[config.mk]
export PLATFORM = sky130hd
export DESIGN_NAME = vga_sync_gen_flat
export DESIGN_NICKNAME = d
export VERILOG_FILES = /design/src/rtl/vga_sync_gen_if.sv /design/src/rtl/vga_sync_gen.sv /design/src/flat_wrapper.sv
export SDC_FILE = /design/constraint.sdc
export NUM_CORES = 1
export LEC_CHECK = 0
export CAP_MARGIN = 40
export CORE_MARGIN = 2
export CORE_UTILIZATION = 60
export CTS_CLUSTER_DIAMETER = 120
export DETAILED_ROUTE_END_ITERATION = 10
export PLACE_DENSITY_LB_ADDON = 0.25
export SETUP_SLACK_MARGIN = 0.1
export SLEW_MARGIN = 20
export SYNTH_ARGS = -nofsm -noshare
export SYNTH_HDL_FRONTEND = slang
export SYNTH_SLANG_ARGS = --single-unit
[constraint.sdc]
create_clock -name pixel_clk -period 8.3 [get_ports pixel_clk]
set_input_delay 1.66 -clock pixel_clk [delete_from_list [all_inputs] [get_ports pixel_clk]]
set_output_delay 1.66 -clock pixel_clk [all_outputs]
set_load 0.05 [all_outputs]
[src/rtl/vga_sync_gen_if.sv]
// rtl/vga_sync_gen_if.sv - pixel request and timing configuration bundle
interface vga_sync_gen_if;
  logic        req_valid;
  logic [10:0] req_x;
  logic [10:0] req_y;
  logic [7:0]  pix_r;
  logic [7:0]  pix_g;
  logic [7:0]  pix_b;

  logic        cfg_wr;
  logic        cfg_sel;
  logic [10:0] cfg_active;
  logic [7:0]  cfg_fp;
  logic [7:0]  cfg_sync;
  logic [7:0]  cfg_bp;
  logic        cfg_err;

  modport master (
    output req_valid, req_x, req_y, cfg_err,
    input  pix_r, pix_g, pix_b,
    input  cfg_wr, cfg_sel, cfg_active, cfg_fp, cfg_sync, cfg_bp
  );

  modport slave (
    input  req_valid, req_x, req_y, cfg_err,
    output pix_r, pix_g, pix_b,
    output cfg_wr, cfg_sel, cfg_active, cfg_fp, cfg_sync, cfg_bp
  );
endinterface

[src/rtl/vga_sync_gen.sv]
// rtl/vga_sync_gen.sv - VGA timing generator with shadowed timing and 2-cycle output pipeline
module vga_sync_gen #(
  parameter int HOR_ACT   = 640,
  parameter int HOR_FP    = 16,
  parameter int HOR_SYNC  = 96,
  parameter int HOR_BP    = 48,
  parameter int VERT_ACT  = 480,
  parameter int VERT_FP   = 11,
  parameter int VERT_SYNC = 2,
  parameter int VERT_BP   = 31,
  parameter bit SYNC_POL  = 1'b1
) (
  input  logic              pixel_clk,
  input  logic              rst,
  input  logic              en,
  vga_sync_gen_if.master    bus,
  output logic [7:0]        r,
  output logic [7:0]        g,
  output logic [7:0]        b,
  output logic              hsync,
  output logic              vsync,
  output logic              de,
  output logic              line_start,
  output logic              frame_start
);

  typedef struct packed {
    logic [10:0] act;
    logic [7:0]  fp;
    logic [7:0]  sync;
    logic [7:0]  bp;
  } timing_t;

  localparam timing_t H_DEF = {11'(HOR_ACT), 8'(HOR_FP), 8'(HOR_SYNC), 8'(HOR_BP)};
  localparam timing_t V_DEF = {11'(VERT_ACT), 8'(VERT_FP), 8'(VERT_SYNC), 8'(VERT_BP)};

  timing_t     h_cur, v_cur, h_sh, v_sh, h_sh_nxt, v_sh_nxt, cfg_val;
  logic [10:0] hcnt, vcnt;
  logic [11:0] h_last, v_last, h_sync_lo, h_sync_hi, v_sync_lo, v_sync_hi;
  logic        h_end, v_end, hs_on, vs_on, cfg_ok, req_on;
  logic        hs_d1, vs_d1, de_d1, ls_d1, fs_d1;

  // Totals are 12 bit so act + porches + sync cannot wrap.
  assign h_last    = 12'(h_cur.act) + 12'(h_cur.fp) + 12'(h_cur.sync) + 12'(h_cur.bp) - 12'd1;
  assign v_last    = 12'(v_cur.act) + 12'(v_cur.fp) + 12'(v_cur.sync) + 12'(v_cur.bp) - 12'd1;
  assign h_sync_lo = 12'(h_cur.act) + 12'(h_cur.fp);
  assign h_sync_hi = h_sync_lo + 12'(h_cur.sync);
  assign v_sync_lo = 12'(v_cur.act) + 12'(v_cur.fp);
  assign v_sync_hi = v_sync_lo + 12'(v_cur.sync);

  assign h_end = ({1'b0, hcnt} == h_last);
  assign v_end = ({1'b0, vcnt} == v_last);
  assign hs_on = ({1'b0, hcnt} >= h_sync_lo) && ({1'b0, hcnt} < h_sync_hi);
  assign vs_on = ({1'b0, vcnt} >= v_sync_lo) && ({1'b0, vcnt} < v_sync_hi);

  assign req_on        = en && (hcnt < h_cur.act) && (vcnt < v_cur.act);
  assign bus.req_valid = req_on;
  assign bus.req_x     = hcnt;
  assign bus.req_y     = vcnt;

  assign cfg_val = {bus.cfg_active, bus.cfg_fp, bus.cfg_sync, bus.cfg_bp};
  assign cfg_ok  = bus.cfg_wr && (bus.cfg_active != 11'd0) && (bus.cfg_sync != 8'd0);

  always_comb begin
    h_sh_nxt = h_sh;
    v_sh_nxt = v_sh;
    if (cfg_ok && !bus.cfg_sel) h_sh_nxt = cfg_val;
    if (cfg_ok && bus.cfg_sel)  v_sh_nxt = cfg_val;
  end

  // At the frame boundary the pre-write shadow is applied; while idle a write lands at once.
  always_ff @(posedge pixel_clk) begin
    if (rst) begin
      hcnt        <= 11'd0;
      vcnt        <= 11'd0;
      h_cur       <= H_DEF;
      v_cur       <= V_DEF;
      h_sh        <= H_DEF;
      v_sh        <= V_DEF;
      bus.cfg_err <= 1'b0;
    end else begin
      h_sh        <= h_sh_nxt;
      v_sh        <= v_sh_nxt;
      bus.cfg_err <= bus.cfg_wr && !cfg_ok;
      if (!en) begin
        hcnt  <= 11'd0;
        vcnt  <= 11'd0;
        h_cur <= h_sh_nxt;
        v_cur <= v_sh_nxt;
      end else if (h_end) begin
        hcnt <= 11'd0;
        if (v_end) begin
          vcnt  <= 11'd0;
          h_cur <= h_sh;
          v_cur <= v_sh;
        end else begin
          vcnt <= vcnt + 11'd1;
        end
      end else begin
        hcnt <= hcnt + 11'd1;
      end
    end
  end

  // Stage 1 aligns counter state with the source's one-cycle pixel latency.
  always_ff @(posedge pixel_clk) begin
    if (rst) begin
      hs_d1 <= 1'b0;
      vs_d1 <= 1'b0;
      de_d1 <= 1'b0;
      ls_d1 <= 1'b0;
      fs_d1 <= 1'b0;
    end else begin
      hs_d1 <= en && hs_on;
      vs_d1 <= en && vs_on;
      de_d1 <= req_on;
      ls_d1 <= en && (hcnt == 11'd0);
      fs_d1 <= en && (hcnt == 11'd0) && (vcnt == 11'd0);
    end
  end

  always_ff @(posedge pixel_clk) begin
    if (rst || !en) begin
      hsync       <= ~SYNC_POL;
      vsync       <= ~SYNC_POL;
      de          <= 1'b0;
      r           <= 8'd0;
      g           <= 8'd0;
      b           <= 8'd0;
      line_start  <= 1'b0;
      frame_start <= 1'b0;
    end else begin
      hsync       <= hs_d1 ? SYNC_POL : ~SYNC_POL;
      vsync       <= vs_d1 ? SYNC_POL : ~SYNC_POL;
      de          <= de_d1;
      r           <= de_d1 ? bus.pix_r : 8'd0;
      g           <= de_d1 ? bus.pix_g : 8'd0;
      b           <= de_d1 ? bus.pix_b : 8'd0;
      line_start  <= ls_d1;
      frame_start <= fs_d1;
    end
  end

endmodule

[src/flat_wrapper.sv]
// flat-port wrapper written by rule: the top's interface ports become plain ports
module vga_sync_gen_flat 
#(
  parameter int HOR_ACT   = 640,
  parameter int HOR_FP    = 16,
  parameter int HOR_SYNC  = 96,
  parameter int HOR_BP    = 48,
  parameter int VERT_ACT  = 480,
  parameter int VERT_FP   = 11,
  parameter int VERT_SYNC = 2,
  parameter int VERT_BP   = 31,
  parameter bit SYNC_POL  = 1'b1
)
  (pixel_clk, rst, en, r, g, b, hsync, vsync, de, line_start, frame_start, bus_req_valid, bus_req_x, bus_req_y, bus_cfg_err, bus_pix_r, bus_pix_g, bus_pix_b, bus_cfg_wr, bus_cfg_sel, bus_cfg_active, bus_cfg_fp, bus_cfg_sync, bus_cfg_bp);
  vga_sync_gen_if bus_i ();
  input  logic pixel_clk;
  input  logic rst;
  input  logic en;
  output logic [7:0] r;
  output logic [7:0] g;
  output logic [7:0] b;
  output logic hsync;
  output logic vsync;
  output logic de;
  output logic line_start;
  output logic frame_start;
  output wire logic [$bits(bus_i.req_valid)-1:0] bus_req_valid;
  output wire logic [$bits(bus_i.req_x)-1:0] bus_req_x;
  output wire logic [$bits(bus_i.req_y)-1:0] bus_req_y;
  output wire logic [$bits(bus_i.cfg_err)-1:0] bus_cfg_err;
  input wire logic [$bits(bus_i.pix_r)-1:0] bus_pix_r;
  input wire logic [$bits(bus_i.pix_g)-1:0] bus_pix_g;
  input wire logic [$bits(bus_i.pix_b)-1:0] bus_pix_b;
  input wire logic [$bits(bus_i.cfg_wr)-1:0] bus_cfg_wr;
  input wire logic [$bits(bus_i.cfg_sel)-1:0] bus_cfg_sel;
  input wire logic [$bits(bus_i.cfg_active)-1:0] bus_cfg_active;
  input wire logic [$bits(bus_i.cfg_fp)-1:0] bus_cfg_fp;
  input wire logic [$bits(bus_i.cfg_sync)-1:0] bus_cfg_sync;
  input wire logic [$bits(bus_i.cfg_bp)-1:0] bus_cfg_bp;
  assign bus_req_valid = bus_i.req_valid;
  assign bus_req_x = bus_i.req_x;
  assign bus_req_y = bus_i.req_y;
  assign bus_cfg_err = bus_i.cfg_err;
  assign bus_i.pix_r = bus_pix_r;
  assign bus_i.pix_g = bus_pix_g;
  assign bus_i.pix_b = bus_pix_b;
  assign bus_i.cfg_wr = bus_cfg_wr;
  assign bus_i.cfg_sel = bus_cfg_sel;
  assign bus_i.cfg_active = bus_cfg_active;
  assign bus_i.cfg_fp = bus_cfg_fp;
  assign bus_i.cfg_sync = bus_cfg_sync;
  assign bus_i.cfg_bp = bus_cfg_bp;
  vga_sync_gen #(.HOR_ACT(HOR_ACT), .HOR_FP(HOR_FP), .HOR_SYNC(HOR_SYNC), .HOR_BP(HOR_BP), .VERT_ACT(VERT_ACT), .VERT_FP(VERT_FP), .VERT_SYNC(VERT_SYNC), .VERT_BP(VERT_BP), .SYNC_POL(SYNC_POL)) u_core (.pixel_clk(pixel_clk), .rst(rst), .en(en), .bus(bus_i), .r(r), .g(g), .b(b), .hsync(hsync), .vsync(vsync), .de(de), .line_start(line_start), .frame_start(frame_start));
endmodule
* Yosys cells after proc, flatten, opt, wreduce, memory -nomap -nowiden
Index checks and enable logic that the tools add are counted.
** Word-level totals
- Register bits :: 197
- Word-level logic and storage cells :: 90
** Operators by class
- $add $sub $neg :: 10
- Equality and inequality tests :: 4
- Muxes and demuxes :: 11
- Bitwise logic cells :: 2
- $lt $le $gt $ge :: 6
- Reductions and logical operators :: 25
** Operators by type and width (number)
- 35-bit 2-to-1 mux :: 8
- 12-bit by 8-bit adder with 12-bit output :: 4
- 11-bit by 8-bit adder with 12-bit output :: 2
- 11-bit by 12-bit == test with 1-bit output :: 2
- 11-bit by 12-bit greater-or-equal comparator with 1-bit output :: 2
- 11-bit by 12-bit < comparator with 1-bit output :: 2
- 12-bit by 1-bit subtractor with 12-bit output, second input constant :: 2
- 11-bit by 1-bit adder with 11-bit output, second input constant :: 2
- 11-bit logical NOT :: 2
- 11-bit < comparator :: 2
- 1-bit logical AND :: 13
- 11-bit 2-to-1 mux :: 1
- 11-bit nonzero test :: 1
- 8-bit nonzero test :: 1
- 2-bit by 1-bit != test with 1-bit output, second input constant :: 2
- 2-bit OR reduction :: 2
- 1-bit logical NOT :: 3
- 3-bit OR reduction :: 1
- 1-bit 2-to-1 mux :: 2
- 1-bit inverter :: 2
- 2-bit AND reduction :: 1
- 1-bit logical OR :: 1

* Logic depth before layout (Yosys ltp)
Gate-level depths: netlist (run 1).
- Word-level depth :: 8
- Mapped depth :: 28
- Depth with buffers taken out :: 25

* Worst setup path before layout (run 1)
No wires, ideal clock.
- Kind :: reg2reg
- Start :: register u_core.v_cur[24] in the netlist's numbering
- End :: register u_core.v_cur[0] in the netlist's numbering
- Setup time :: 120 ps
- Setup slack :: 2696 ps
- Required time :: 8180 ps
- Period minus slack after synthesis :: 5604 ps
- Data arrival time :: 5485 ps
- Stages on the path, launching flop included :: 27
- Cell sequence :: dfxtp_1 > ha_1 > inv_1 > fa_1 > nor2b_1 > o21ai_0 > nand2b_1 > xnor2_1 > ha_1 > nor2b_1 > a311o_1 > o31ai_1 > xor2_1 > xor2_1 > ha_1 > clkbuf_1 > nor3_1 > a211o_1 > nand3_1 > and3_1 > a2111oi_0 > o221ai_1 > nor4_4 > buf_4 > buf_6 > nor2_1 > a211o_1
** Between the ends
- Cells in the longest elaborated chain, start to end :: 7
** Ends and longest elaborated chain
- start, declared :: RTL line vga_sync_gen.sv:37 : timing_t h_cur, v_cur, h_sh, v_sh, h_sh_nxt, v_sh_nxt, cfg_val;
- start signal, assigned :: RTL line vga_sync_gen.sv:89 : v_cur <= v_sh_nxt;
- start signal, assigned :: RTL line vga_sync_gen.sv:95 : v_cur <= v_sh;
- 11-bit by 8-bit adder with 12-bit output :: RTL line vga_sync_gen.sv:45 : assign v_last = 12'(v_cur.act) + 12'(v_cur.fp) + 12'(v_cur.sync) + 12'(v_cur.bp) - 12'd1;
- 12-bit by 8-bit adder with 12-bit output (2 in series) :: RTL line vga_sync_gen.sv:45
- 12-bit by 1-bit subtractor with 12-bit output :: RTL line vga_sync_gen.sv:45
- 11-bit by 12-bit == test with 1-bit output :: RTL line vga_sync_gen.sv:52 : assign v_end = ({1'b0, vcnt} == v_last);
- 2-bit by 1-bit != test with 1-bit output (no source line)
- 2-bit AND reduction (no source line)
No other way between the ends.
A chain may end at the register's enable or synchronous reset.

* Worst setup path in the final report (run 1)
- Start :: register u_core.v_cur[24] in the netlist's numbering
- End :: register u_core.h_cur[20] in the netlist's numbering
** Between the ends
- Cells in the longest elaborated chain, start to end :: 7
** Ends and longest elaborated chain
- 11-bit by 8-bit adder with 12-bit output :: RTL line vga_sync_gen.sv:45
- 12-bit by 8-bit adder with 12-bit output (2 in series) :: RTL line vga_sync_gen.sv:45
- 12-bit by 1-bit subtractor with 12-bit output :: RTL line vga_sync_gen.sv:45
- 11-bit by 12-bit == test with 1-bit output :: RTL line vga_sync_gen.sv:52
- 2-bit by 1-bit != test with 1-bit output (no source line)
- 2-bit AND reduction (no source line)
- end signal, assigned :: RTL line vga_sync_gen.sv:88 : h_cur <= h_sh_nxt;
- end signal, assigned :: RTL line vga_sync_gen.sv:94 : h_cur <= h_sh;
- end, declared :: RTL line vga_sync_gen.sv:37
No other way between the ends.

==> results of run 1 <==
path summary, 6_finish.rpt:
| kind | start | endpoint | slack (ns) | depth (start not counted) |
|---|---|---|---|---|
| min | u_core.fs_d1$_SDFF_PP0_ | u_core.frame_start$_SDFF_PP0_ | 0.43 | 1 |
| min reg2reg | u_core.fs_d1$_SDFF_PP0_ | u_core.frame_start$_SDFF_PP0_ | 0.43 | 1 |
| max reg2reg | u_core.v_cur[24]$_SDFFE_PP0P_ | u_core.h_cur[20]$_SDFFE_PP1P_ | 1.69 | 24 |
| max | u_core.v_cur[24]$_SDFFE_PP0P_ | u_core.h_cur[20]$_SDFFE_PP1P_ | 1.69 | 24 |
worst max-delay path, cell delays in order, from the launching register on:
cell and delay, ns:
dfxtp_1 0.37, ha_1 0.19, inv_1 0.06, fa_1 0.40, nor2b_1 0.20, o21ai_0 0.10
nand2b_1 0.09, xnor2_1 0.14, ha_1 0.33, nor2b_1 0.16, a311o_1 0.34, o31ai_1 0.43
xor2_1 0.26, xor2_1 0.17, ha_1 0.32, nor3_1 0.22, a211o_1 0.28, nand3_1 0.10
and3_1 0.17, a2111oi_0 0.60, o221ai_1 0.35, nor4_4 0.26, buf_12 0.40, nor2_1 0.11
a211o_1 0.28
registers in the layout, indices dropped and copies added (netlist names), 8 cells and up:
signal            flops
u_core.h_cur         35
u_core.h_sh          35
u_core.v_cur         35
u_core.v_sh          35
u_core.bus.req_x     11
u_core.bus.req_y     11
u_core.b              8
u_core.g              8
u_core.r              8
logic make-up after synthesis:
kind of cell             Yosys count  synth area share [%]
buffers and inverters            176                 5.542
multiplexers                      52                 4.171
AO/OA/AOI/OAI                    292                 17.90
adder cells (fa/ha/maj)          131                 13.29
flip-flops                       197                 31.53
XOR/XNOR                          88                 6.452
AND/OR/NAND/NOR                  500                 21.12
metal layers:
layer	track usage [%]	up-vias	part of all wire [%]
li1	-	5341	-
met1	40.25	5293	43
met2	50.72	378	47
met3	4.663	80	6.5
met4	11.95	0	3.5
met5	0	-	0
final cells by class:
type,instances,area (um2),area share (%)
Sequential cell,197,3944,27.42
Tap cell,270,337.8,2.348
Multi-Input combinational cell,1063,7889,54.84
Inverter,96,360.3,2.505
Clock buffer,18,429.2,2.983
Clock inverter,14,136.4,0.9481
Timing Repair Buffer,128,1289,8.959
power by group through the flow:
stage	clock network [mW]	logic, mW	registers (mW)
2_1_floorplan	0	0.706	1.04
6_report	0.800	0.921	1.02
3_5_place_dp	0	0.894	1.04
3_3_place_gp	0	0.865	1.04
5_1_grt	0.844	1.02	1.02
4_1_cts	0.803	0.907	1.02
cell usage after synthesis (6+ instances only):
cell type	instances	share of area, %
nand3b_1	30	1.8
a211o_1	44	3.1
nor2b_1	21	1.1
buf_2	11	0.44
o21a_1	9	0.54
o21ai_0	24	0.96
maj3_1	8	0.64
mux2i_1	51	4.1
nor2_1	124	3.7
a211oi_1	6	0.36
nand2_1	63	1.9
nand3_1	78	3.1
a21o_1	50	3.0
xnor2_1	60	4.2
nor3_1	20	0.80
and3_1	65	3.3
clkbuf_1	58	1.7
fa_1	6	0.96
ha_1	116	12
and2_1	8	0.40
nor4_1	14	0.70
o311ai_0	49	3.4
o211ai_1	7	0.42
nand2b_1	18	0.90
a21oi_1	42	1.7
nand4_1	11	0.55
dfxtp_1	197	32
or3_1	22	1.1
xor2_1	24	1.7
inv_1	94	2.8
buf_1	8	0.24
or4_1	7	0.42
==> metrics.cfg, run 1 <==
[placed_design]
gp_congestion=0.9302
port_buffers=116
pre_cts_ws_ns=1.834
placed_area_um2=13780
placed_cells=1752
hpwl_um=24380

[global_route]
grt_pass1_wl_um=53700
grt_pass1_vias=10318
grt_use_total_pct=30.58
grt-ovfl-total=0
grt_max_degree=142
grt_antenna_before_repair=0

[clocking]
tritoncts=yes
cts_buffer_depth=2
cts_root_buf=clkbuf_16
clk_pin_slew_ns=0.08
h-tree-depth=4
cts_inserted_buffers=17
cts_resized=0
clk_latency_ns=0.45
postCtsSetupRepairBufs=0
postCtsHoldBufs=0
clock_sinks=197

[critical_path]
crit_arrival_ns=6.94
critPathKind=reg -> reg
startpoint_type=flip-flop
crit_fanout=141
cp-end-kind=flip-flop
crit_required_ns=8.64

[finish]
drive_above_1_share_pct=4.947
final_cell_count_no_fill=1786
syn_to_final_growth_pct=15.00
fillers=1626
antenna_cells=0
final_area_um2=14390
layout_commonest_cell=dfxtp_1
final_cell_mix=dfxtp_1, nor2_1, ha_1
fin_util_pct=70.64
fin_nets=1689

[drt]
detail-route-antenna-nets=0
wl_um=33930
drc=0
vias=11092
routedWlPerCell_um=19.00
drtIter0Drc=900
viasPerCell=6.211
drtPass1Iterations=8

[worst_hold_path]
hold_path.class=reg -> reg

[job]
cap_violations=0

[synthesis]
synth_fp_nets=1622
ys_types=86
synth_area_per_cell_um2=8.710
yosysSeqAreaShare_pct=31.53
ys_warn_count=0
synth-main-ff-cell=dfxtp_1
ys_ff_latch=197
syn_area_um2=12510
ys_async_sr_fraction_pct=0
syn-instance-count=1436
synth_edf_count=0

[timing]
final-hold-violation-count=0
fin_worst_skew_ns=0.01552
period_minus_slack_ns=6.605
fin_crit_sh_pct=79.58
maxSlewViolCount=0
fmaxAchievable_ghz=0.1514
setup_viol=0
rsz0062_at_grt=false
fin_ws_ns=1.695
fin_hold_ws_ns=0.4258
setup_tns_ns=0
slew_headroom_pct=48.91
tightest_slew_ns=0.7647

[power]
power.leakage_nw=6.308
pwr-share-seq_pct=37.2
intPower_mw=1.790
ir_worst_vdd_v=0.0001682
pwr-share-comb_pct=33.6
swShare_pct=34.66
p_clk_share_pct=29.2
power_mw=2.739
power.density_nw_per_um2=190.4
p_switching_mw=0.9494

[floorplan]
die_x_um=148.4
rows=52
ios=117
die_area_um2=22020
die_y_um=148.4
fp.coreArea_um2=20360
start_util_pct=61.42

[run_status]
status=completed

(Power assumes the default switching activity.)
==> inputs of run 2 (changes only) <==
Settings changed: CORE_UTILIZATION 60 to 59.
Clock period 8.3 ns to 6.88 ns, I/O delays scaled along.
==> run 2 against run 1 <==
Net effect:
- setup slack worse by 1.1 ns
- sequential power is 21% higher
- global-route usage is 1.5 points lower
- cell count is 0.45% higher
- first-iteration DRC count is 25% lower
- non-clock buffer count is 3 higher
- hold slack hardly changed
- core utilization is 0.96 points lower
- sequential share of layout area is 0.32 points lower
- design area is 1.2% higher
- flip-flop and latch count stayed put
- critical path depth is 2 higher
- critical path type unchanged
- largest power group unchanged
- highest routed layer unchanged
==> metrics.cfg, run 2 (same netlist as run 1, synthesis figures left out) <==
[finish]
syn_to_final_growth_pct=16.36
final_area_um2=14560  ; +1.2%
drive_above_1_share_pct=5.464  ; +0.52 points
fin_nets=1692  ; +0.18%
antenna_cells=0  ; unchanged
layout_commonest_cell=dfxtp_1
final_cell_mix=dfxtp_1, nor2_1, ha_1

[critical_path]
critPathMaxStageDelay_ns=0.47  ; -0.13 ns
crit_fanout=70  ; -50%
critPathKind=reg -> reg
cp_slowest_cell=a2111oi_0
crit_required_ns=7.21  ; -1.43 ns
cp-end-kind=flip-flop
reg2reg_to=u_core.v_cur[0]$_SDFFE_PP1P_
startpoint_type=flip-flop
crit_arrival_ns=6.63  ; -0.31 ns
ff2ff_path_depth=26  ; +8.3%
reg2reg_setup_slack_ns=0.58  ; -1.11 ns
r2r_start=u_core.v_cur[17]$_SDFFE_PP1P_

[drt]
drtIter0Drc=679  ; -25%
routedWlPerCell_um=18.30  ; -3.7%
drtPass1Iterations=5  ; -3
drc=0  ; unchanged
vias=10992  ; -0.90%
detail-route-antenna-nets=0  ; unchanged
wl_um=32830  ; -3.3%
viasPerCell=6.127  ; -1.3%

[clocking]
clk_pin_slew_ns=0.08  ; about the same
cts_inserted_buffers=17  ; unchanged
tritoncts=yes
clock_sinks=197  ; unchanged
cts_buffer_depth=2  ; unchanged
clk_latency_ns=0.45  ; about the same
cts_root_buf=clkbuf_16
h-tree-depth=4  ; unchanged

[global_route]
grt_antenna_before_repair=0  ; unchanged
grt_max_degree=142  ; unchanged
grt_use_total_pct=29.10  ; -1.5 points
grt-ovfl-total=0  ; unchanged
grt_pass1_vias=10071  ; -2.4%
grt_pass1_wl_um=51690  ; -3.7%

[worst_hold_path]
whs_endpoint=u_core.line_start$_SDFF_PP0_
hp-start=u_core.ls_d1$_SDFF_PP0_
hold_path.class=reg -> reg
min_path_cells=1  ; unchanged

[floorplan]
ios=117  ; unchanged
rows=53  ; +1.9%
die_y_um=149.6  ; +0.82%
fp.coreArea_um2=20890  ; +2.6%
die_area_um2=22380  ; +1.7%
die_x_um=149.6  ; +0.82%
start_util_pct=59.88  ; -1.5 points

[run_status]
status=completed

[power]
pwr-share-seq_pct=36.2  ; -1.0 points
pwr-share-comb_pct=32.6  ; -1.0 points
power.leakage_nw=6.375  ; +1.1%
intPower_mw=2.221  ; +24%
p_switching_mw=1.176  ; +24%
power.density_nw_per_um2=233.4  ; +23%
ir_worst_vdd_v=0.0001915  ; +14%
p_clk_share_pct=31.2  ; +2.0 points
swShare_pct=34.62  ; -0.042 points

[job]
cap_violations=0  ; unchanged

[timing]
fin_crit_sh_pct=91.57  ; +12 points
tightest_slew_ns=0.7725  ; +0.007832 ns
fin_worst_skew_ns=0.01427  ; -0.001251 ns
final-hold-violation-count=0  ; unchanged
setup_viol=0  ; unchanged
fmaxAchievable_ghz=0.1587  ; +4.8%
fin_ws_ns=0.5798  ; -1.115 ns
setup_tns_ns=0  ; unchanged
rsz0062_at_grt=false
period_minus_slack_ns=6.300  ; -0.3052 ns
slew_headroom_pct=48.39  ; -0.52 points
maxSlewViolCount=0  ; unchanged

[placed_design]
placed_area_um2=13860  ; +0.54%
pre_cts_ws_ns=0.5723  ; -1.261 ns
hpwl_um=23420  ; -3.9%
port_buffers=116  ; unchanged
gp_congestion=0.9110  ; -2.1%

[run 2: cell types whose count changed in the layout (fill, tap and decap cells not counted), sizes merged]
cell,previous run,this run
buf,13,15
clkinv,6,8
bufinv,0,1
clkinvlp,2,0
[run 2: worst max path at each step]
stage | startpoint | endpoint | depth (start not counted)
floorplan | u_core.v_cur[24]$_SDFFE_PP0P_ | u_core.v_cur[0]$_SDFFE_PP1P_ | 26
global placement | u_core.v_cur[24]$_SDFFE_PP0P_ | u_core.h_cur[4]$_SDFFE_PP1P_ | 24
detailed placement | u_core.v_cur[24]$_SDFFE_PP0P_ | u_core.v_cur[31]$_SDFFE_PP1P_ | 24
CTS | u_core.v_cur[24]$_SDFFE_PP0P_ | u_core.v_cur[31]$_SDFFE_PP1P_ | 24
global route | u_core.v_cur[24]$_SDFFE_PP0P_ | u_core.v_cur[20]$_SDFFE_PP0P_ | 25
finish | u_core.v_cur[17]$_SDFFE_PP1P_ | u_core.v_cur[0]$_SDFFE_PP1P_ | 26
[run 2: routing by layer]
| metal | GRT usage [%] | up-vias | routed length (um) |
|---|---|---|---|
| li1 | - | 5346 | - |
| met1 | 38.56 | 5266 | 14440 |
| met2 | 46.77 | 319 | 15340 |
| met3 | 4.970 | 61 | 1787 |
| met4 | 12.52 | 0 | 1255 |
| met5 | 0 | - | 0 |
[run 2: final cells by class]
class | count | area, um2
Fill cell | 1717 | 6334
Tap cell | 275 | 344.1
Multi-Input combinational cell | 1063 | 7914
Sequential cell | 197 | 3944
Inverter | 96 | 360.3
Timing Repair Buffer | 131 | 1348
Clock buffer | 17 | 425.4
Clock inverter | 15 | 220.2
[run 2: power by group through the flow]
stage	Sequential [mW]	Combinational, mW	Clock (mW)
final	1.23	1.11	1.06
after global routing	1.23	1.24	1.11
after CTS	1.23	1.09	1.07
after detailed placement	1.25	1.08	0
after global placement	1.25	1.05	0
after floorplan	1.25	0.851	0
[run 2: worst max-delay path, delay by kind of cell (launching register included)]
kind | cells | cell delay [ns]
simple gates | 9 | 1.61
compound gates | 9 | 2.22
xor+xnor | 2 | 0.33
buf+inv | 3 | 0.56
fa+ha+maj | 3 | 1.11
flops | 1 | 0.34
[run 2: what timing repair did]
action                                  CTS  global route
endpoints found under the setup margin    0            75
buffers inserted                          0             1
hold buffers                              0             0
gates resized for setup                   0             7
[run 2: through the flow]
stage / hold slack, ns / std cells / power (mW) / util [%]
after global routing: 0.4395 / 1794 / 3.585 / 69.68
final: 0.4259 / 1794 / 3.397 / 69.68
after global placement: 0.4085 / 1758 / 2.304 / 66.12
after detailed placement: 0.4097 / 1760 / 2.337 / 66.34
after CTS: 0.4247 / 1792 / 3.388 / 69.43
after floorplan: 0.4057 / 1436 / 2.102 / -
